File: config.mk
export PLATFORM = sky130hd
export DESIGN_NAME = mdu_seq
export DESIGN_NICKNAME = d
export VERILOG_FILES = /design/src/rtl/mdu_seq.sv
export SDC_FILE = /design/constraint.sdc
export NUM_CORES = 1
export LEC_CHECK = 0
export BUFFER_PORTS_ARGS = -buffer_cell sky130_fd_sc_hd__buf_2
export CORE_MARGIN = 2
export CORE_UTILIZATION = 35
export CTS_CLUSTER_SIZE = 40
export DETAILED_ROUTE_END_ITERATION = 7
export GPL_TIMING_DRIVEN = 0
export PLACE_DENSITY = 0.63
export SYNTH_ARGS = -nofsm -noshare
export SYNTH_HDL_FRONTEND = slang
export SYNTH_SLANG_ARGS = --single-unit
File: constraint.sdc
create_clock -name clk -period 6.8 [get_ports clk]
set_input_delay 0.68 -clock clk [delete_from_list [all_inputs] [get_ports clk]]
set_output_delay 0.68 -clock clk [all_outputs]
set_load 0.05 [all_outputs]
File: src/rtl/mdu_seq.sv
// Sequential multiply/divide unit: shift-add MUL, restoring DIV/DIVU/REM,
// one operation in flight, valid/ready on both sides, kill flushes it.
// Ports: clk, rst_n (sync, active low), in_valid/in_ready, op, src_a,
//        src_b, kill, out_valid/out_ready, result.
package rv32i_pkg;
    parameter int XLEN = 32;

    typedef enum logic [1:0] {
        OP_MUL  = 2'b00,
        OP_DIV  = 2'b01,
        OP_DIVU = 2'b10,
        OP_REM  = 2'b11
    } mdu_op_e;
endpackage

module mdu_seq #(
    parameter int XLEN = rv32i_pkg::XLEN
) (
    input  logic            clk,
    input  logic            rst_n,
    input  logic            in_valid,
    output logic            in_ready,
    input  logic [1:0]      op,
    input  logic [XLEN-1:0] src_a,
    input  logic [XLEN-1:0] src_b,
    input  logic            kill,
    output logic            out_valid,
    input  logic            out_ready,
    output logic [XLEN-1:0] result
);
    import rv32i_pkg::*;

    localparam int CW = $clog2(XLEN) + 1;
    localparam logic [CW-1:0] CNT_INIT = CW'(XLEN);
    localparam logic [XLEN-1:0] MIN_NEG = {1'b1, {(XLEN-1){1'b0}}};

    typedef enum logic [1:0] {
        IDLE = 2'b00,
        BUSY = 2'b01,
        DONE = 2'b10
    } state_e;

    state_e          state_q, state_d;
    mdu_op_e         op_q, op_d;
    // MUL: a = multiplicand, b = multiplier, acc = product.
    // DIV: a = dividend shifting into quotient, b = divisor, acc = remainder.
    logic [XLEN-1:0] a_q, a_d;
    logic [XLEN-1:0] b_q, b_d;
    logic [XLEN-1:0] acc_q, acc_d;
    logic [XLEN-1:0] res_q, res_d;
    logic [CW-1:0]   cnt_q, cnt_d;
    logic            neg_q, neg_d;

    mdu_op_e         req_op;
    logic            req_sgn;
    logic            req_div0;
    logic            req_ovf;
    logic            a_neg;
    logic            b_neg;

    logic [XLEN:0]   trial;
    logic [XLEN:0]   diff;
    logic [XLEN-1:0] step_a;
    logic [XLEN-1:0] step_b;
    logic [XLEN-1:0] step_acc;

    assign req_op   = mdu_op_e'(op);
    assign req_sgn  = (req_op == OP_DIV) || (req_op == OP_REM);
    assign req_div0 = (req_op != OP_MUL) && (src_b == '0);
    assign req_ovf  = req_sgn && (src_a == MIN_NEG) && (src_b == '1);
    assign a_neg    = req_sgn && src_a[XLEN-1];
    assign b_neg    = req_sgn && src_b[XLEN-1];

    // Restoring step: shift next dividend bit into the partial remainder
    // and subtract the divisor; a borrow means keep the old value.
    assign trial = {acc_q, a_q[XLEN-1]};
    assign diff  = trial - {1'b0, b_q};

    always_comb begin
        step_a   = a_q;
        step_b   = b_q;
        step_acc = acc_q;
        if (op_q == OP_MUL) begin
            step_acc = acc_q + (b_q[0] ? a_q : '0);
            step_a   = a_q << 1;
            step_b   = b_q >> 1;
        end else if (!diff[XLEN]) begin
            step_acc = diff[XLEN-1:0];
            step_a   = {a_q[XLEN-2:0], 1'b1};
        end else begin
            step_acc = trial[XLEN-1:0];
            step_a   = {a_q[XLEN-2:0], 1'b0};
        end
    end

    always_comb begin
        state_d = state_q;
        op_d    = op_q;
        a_d     = a_q;
        b_d     = b_q;
        acc_d   = acc_q;
        res_d   = res_q;
        cnt_d   = cnt_q;
        neg_d   = neg_q;
        unique case (state_q)
            IDLE: begin
                if (in_valid) begin
                    op_d  = req_op;
                    cnt_d = CNT_INIT;
                    acc_d = '0;
                    neg_d = 1'b0;
                    res_d = '0;
                    a_d   = src_a;
                    b_d   = src_b;
                    if (req_div0) begin
                        res_d   = (req_op == OP_REM) ? src_a : '1;
                        state_d = DONE;
                    end else if (req_ovf) begin
                        res_d   = (req_op == OP_DIV) ? src_a : '0;
                        state_d = DONE;
                    end else begin
                        // Divide on magnitudes; sign restored at the end.
                        a_d     = a_neg ? (~src_a + 1'b1) : src_a;
                        b_d     = b_neg ? (~src_b + 1'b1) : src_b;
                        neg_d   = (req_op == OP_REM) ? a_neg
                                                     : (a_neg ^ b_neg);
                        state_d = BUSY;
                    end
                end
            end
            BUSY: begin
                if (kill) begin
                    state_d = IDLE;
                end else begin
                    a_d   = step_a;
                    b_d   = step_b;
                    acc_d = step_acc;
                    cnt_d = cnt_q - 1'b1;
                    if (cnt_q == CW'(1)) begin
                        state_d = DONE;
                        unique case (op_q)
                            OP_MUL:  res_d = step_acc;
                            OP_REM:  res_d = neg_q ? (~step_acc + 1'b1)
                                                   : step_acc;
                            default: res_d = neg_q ? (~step_a + 1'b1)
                                                   : step_a;
                        endcase
                    end
                end
            end
            DONE: begin
                if (kill || out_ready) begin
                    state_d = IDLE;
                end
            end
            default: state_d = IDLE;
        endcase
    end

    always_ff @(posedge clk) begin
        if (!rst_n) begin
            state_q <= IDLE;
            op_q    <= OP_MUL;
            a_q     <= '0;
            b_q     <= '0;
            acc_q   <= '0;
            res_q   <= '0;
            cnt_q   <= '0;
            neg_q   <= 1'b0;
        end else begin
            state_q <= state_d;
            op_q    <= op_d;
            a_q     <= a_d;
            b_q     <= b_d;
            acc_q   <= acc_d;
            res_q   <= res_d;
            cnt_q   <= cnt_d;
            neg_q   <= neg_d;
        end
    end

    assign in_ready  = (state_q == IDLE);
    assign out_valid = (state_q == DONE);
    assign result    = out_valid ? res_q : '0;

endmodule

==> impl_metrics.tcl <==
set metrics [dict create \
    status "finished clean" \
    post-route-period-util 0.975 \
    cts_tree "done" \
    synth_warnings 0 \
    rsz0062_at_grt "no" \
    yosys-mux-area-fraction 0.0120 \
    clkPwrFrac 0.301 \
    drt_wl_total_um 68000 \
    yosys.area_share.simple 0.265 \
    net-switching-power_w 0.00143 \
    worstHoldPathType "primary input to flop" \
    synth_area_leaders "dfxtp_1 19%, a21oi_1 7.6%, nor2_1 7.2%" \
    synthesis.nets 2202 \
    cts_setup_buffers 0 \
    cts.clk_slew.worst_paths_ps 70 \
    pwr-share-comb 0.410 \
    die_w_um 206 \
    layout.area.seq_mm2 0.00278 \
    io_pins 105 \
    worstPathRequired_ps 7130 \
    grt_pass1_vias 15700 \
    wl_per_cell_um 25.0 \
    synthAdderAreaFrac 0.0667 \
    start_util 0.353 \
    synth_top_area_share 0.195 \
    powerDensity_mw_per_mm2 207 \
    maxCapViolations 0 \
    placed_area_mm2 0.0155 \
    clock.fmax_mhz 151 \
    avgSynthCellArea_um2 6.96 \
    clock_latency_ps 470 \
    ys_seq_elements 139 \
    synth_area_leader_cell "dfxtp_1" \
    dr.first_iter.drc_count 1925 \
    syn-cell-area_mm2 0.0143 \
    core_area_mm2 0.0406 \
    setup_viol 0 \
    postRouteAntennaNets 0 \
    leakagePower_nw 6.19 \
    path_class "flop to flop" \
    endpoint_kind "flop" \
    clockBufferDepth 2 \
    multi_input_area_mm2 0.0107 \
    synth-async-reset-ratio 0 \
    internal-power_w 0.00191 \
    drc 0 \
    viasPerCell 6.19 \
    fin_area_mm2 0.0161 \
    relSlewSlack 0.0520 \
    swShare 0.427 \
    vias 16800 \
    synth_commonest_cells "274 x nor2_1, 217 x a21oi_1, 180 x nand2_1, 139 x dfxtp_1, 122 x o21ai_0" \
    finalCriticalPeriod_ps 6630 \
    area_delta_synth_final_pct 12.6 \
    synth-compound-area-share 0.305 \
    synth_edf_count 0 \
    slew_violations 0 \
    htreeDepth 4 \
    finClkSkew_ps 20.1 \
    gp_congestion 1.05 \
    hold_buffers 0 \
    grt_pass1_wl_um 99500 \
    seqPwrFrac 0.288 \
    hold_viol 0 \
    antenna_found_initial 5 \
    port-buffer-count 102 \
    dieHeight_um 206 \
    synthXorXnorAreaFrac 0.100 \
    cts_buffers 17 \
    yosysMostFrequentCell "nor2_1" \
    finalSetupTns_ps 0 \
    ir_drop_uv 215 \
    grt.total_usage 0.318 \
    yosysUniqueCellTypes 93 \
    root_buffer "clkbuf_16" \
    nets 2323 \
    grt_max_degree 17 \
    tightest_slew_ps 1400 \
    overflow 0 \
    fp.dieArea_mm2 0.0425 \
    drive_above_1_share 0.0932 \
    seq_area_frac_synth 0.195 \
    cp_max_fo 10 \
    fillers 4389 \
    worstSetupStartpointType "flop" \
    synth_top_family_by_area "compound AO/OA/AOI/OAI gates" \
    cts_resized 0 \
    dp_hpwl_um 55000 \
    ys.flop_type "dfxtp_1" \
    syn_inst 2056 \
    cts_sinks 139 \
    drt_first_pass_iters 6 \
    std_cell_rows 74 \
    arrival_ps 6960 \
]
[final cells by class]
type,instances,share of cell area
antenna,1,0.000155
buffer,141,0.0351
clock buffer,22,0.0288
clock inverter,10,0.00878
inverter,62,0.0145
multi-input combinational,1714,0.667
sequential,139,0.173
tap,532,0.0413
timing repair buffer,102,0.0317
[flip-flops by register name, summed over array words and instances, names as in the netlist]
register  flops
acc_q        32
res_q        32
b_q          32
neg_q         1
a_q          32
state_q       2
cnt_q         6
op_q          2
[power by group through the flow]
stage               registers (W)  clock network, W  logic [W]
detailed placement       0.000976                 0    0.00131
finish                   0.000963           0.00101    0.00137
CTS                      0.000959           0.00101    0.00132
global placement         0.000975                 0    0.00131
floorplan                0.000944                 0   0.000905
global route             0.000969           0.00104    0.00147
[critical path: stages (launching register included)]
cell and delay [ps]:
dfxtp_1 320, inv_1 60, ha_1 170, clkbuf_1 500
clkbuf_1 730, clkbuf_1 640, buf_1 520, buf_1 610
clkbuf_1 550, clkbuf_1 500, a21oi_1 170, ha_1 270
nand3_1 170, or3_1 130, clkbuf_1 380, o31ai_1 160
xnor2_1 190, a21oi_1 310, nor3_1 80
[cell families (layout without fill, tap and decap cells)]
group                    after synthesis  after routing
AO/OA/AOI/OAI                        672            672
XOR/XNOR                             164            164
adder cells (fa/ha/maj)               75             75
buffers and inverters                203            337
flip-flops                           139            139
multiplexers                          16             16
other                                  0              1
AND/OR/NAND/NOR                      787            787
[metal layers]
| layer | wire, µm | vias up | GRT usage |
|---|---|---|---|
| li1 | - | 7747 | - |
| met1 | 28900 | 8066 | 0.427 |
| met2 | 28800 | 852 | 0.476 |
| met3 | 7020 | 173 | 0.0818 |
| met4 | 3330 | 4 | 0.147 |
| met5 | 26 | - | 0 |
[final timing paths]
path         startpoint         end  depth (start not counted)  slack (ps)
max             op_q[0]   res_q[22]                         18         170
min           out_ready  state_q[1]                          4         480
max reg2reg     op_q[0]   res_q[22]                         18         170
min reg2reg     op_q[1]     op_q[1]                          2         480
[through the flow]
step / total power [W] / setup slack (ps) / hold WS (ps) / utilization / std cells
after CTS: 0.00329 / 82.6 / 464 / 0.397 / 2722
after global placement: 0.00228 / 82.5 / 464 / 0.382 / 2690
after floorplan: 0.00185 / 2090 / 435 / - / 2056
after detailed placement: 0.00229 / 118 / 470 / 0.382 / 2690
after global routing: 0.00348 / 51.3 / 494 / 0.397 / 2722
final: 0.00334 / 169 / 476 / 0.397 / 2723
[layout by cell type, fill, tap and decap left out, drive strengths merged, types with 8 or more instances in the layout]
master	synthesis	routed
nand2b	20	20
and3	16	16
nor2	275	275
xor2	83	83
nand3	36	36
o31ai	40	40
a21o	19	19
nor3	45	45
a21oi	220	220
dfxtp	139	139
o211ai	23	23
mux2i	10	10
xnor2	81	81
nand4	44	44
o21ai	129	129
a22oi	27	27
a221oi	12	12
and2	68	68
or4	17	17
nand2	181	181
o41ai	16	16
o21bai	8	8
nor4	18	18
ha	73	73
o22ai	10	10
a311oi	9	9
inv	62	62
or3	23	23
a21boi	8	8
clkbuf	118	140
o2111ai	12	12
a31oi	13	13
nor2b	12	12
a211oi	74	74
or2	16	16
buf	23	125
Note: power is estimated with default switching activity, not from simulation.
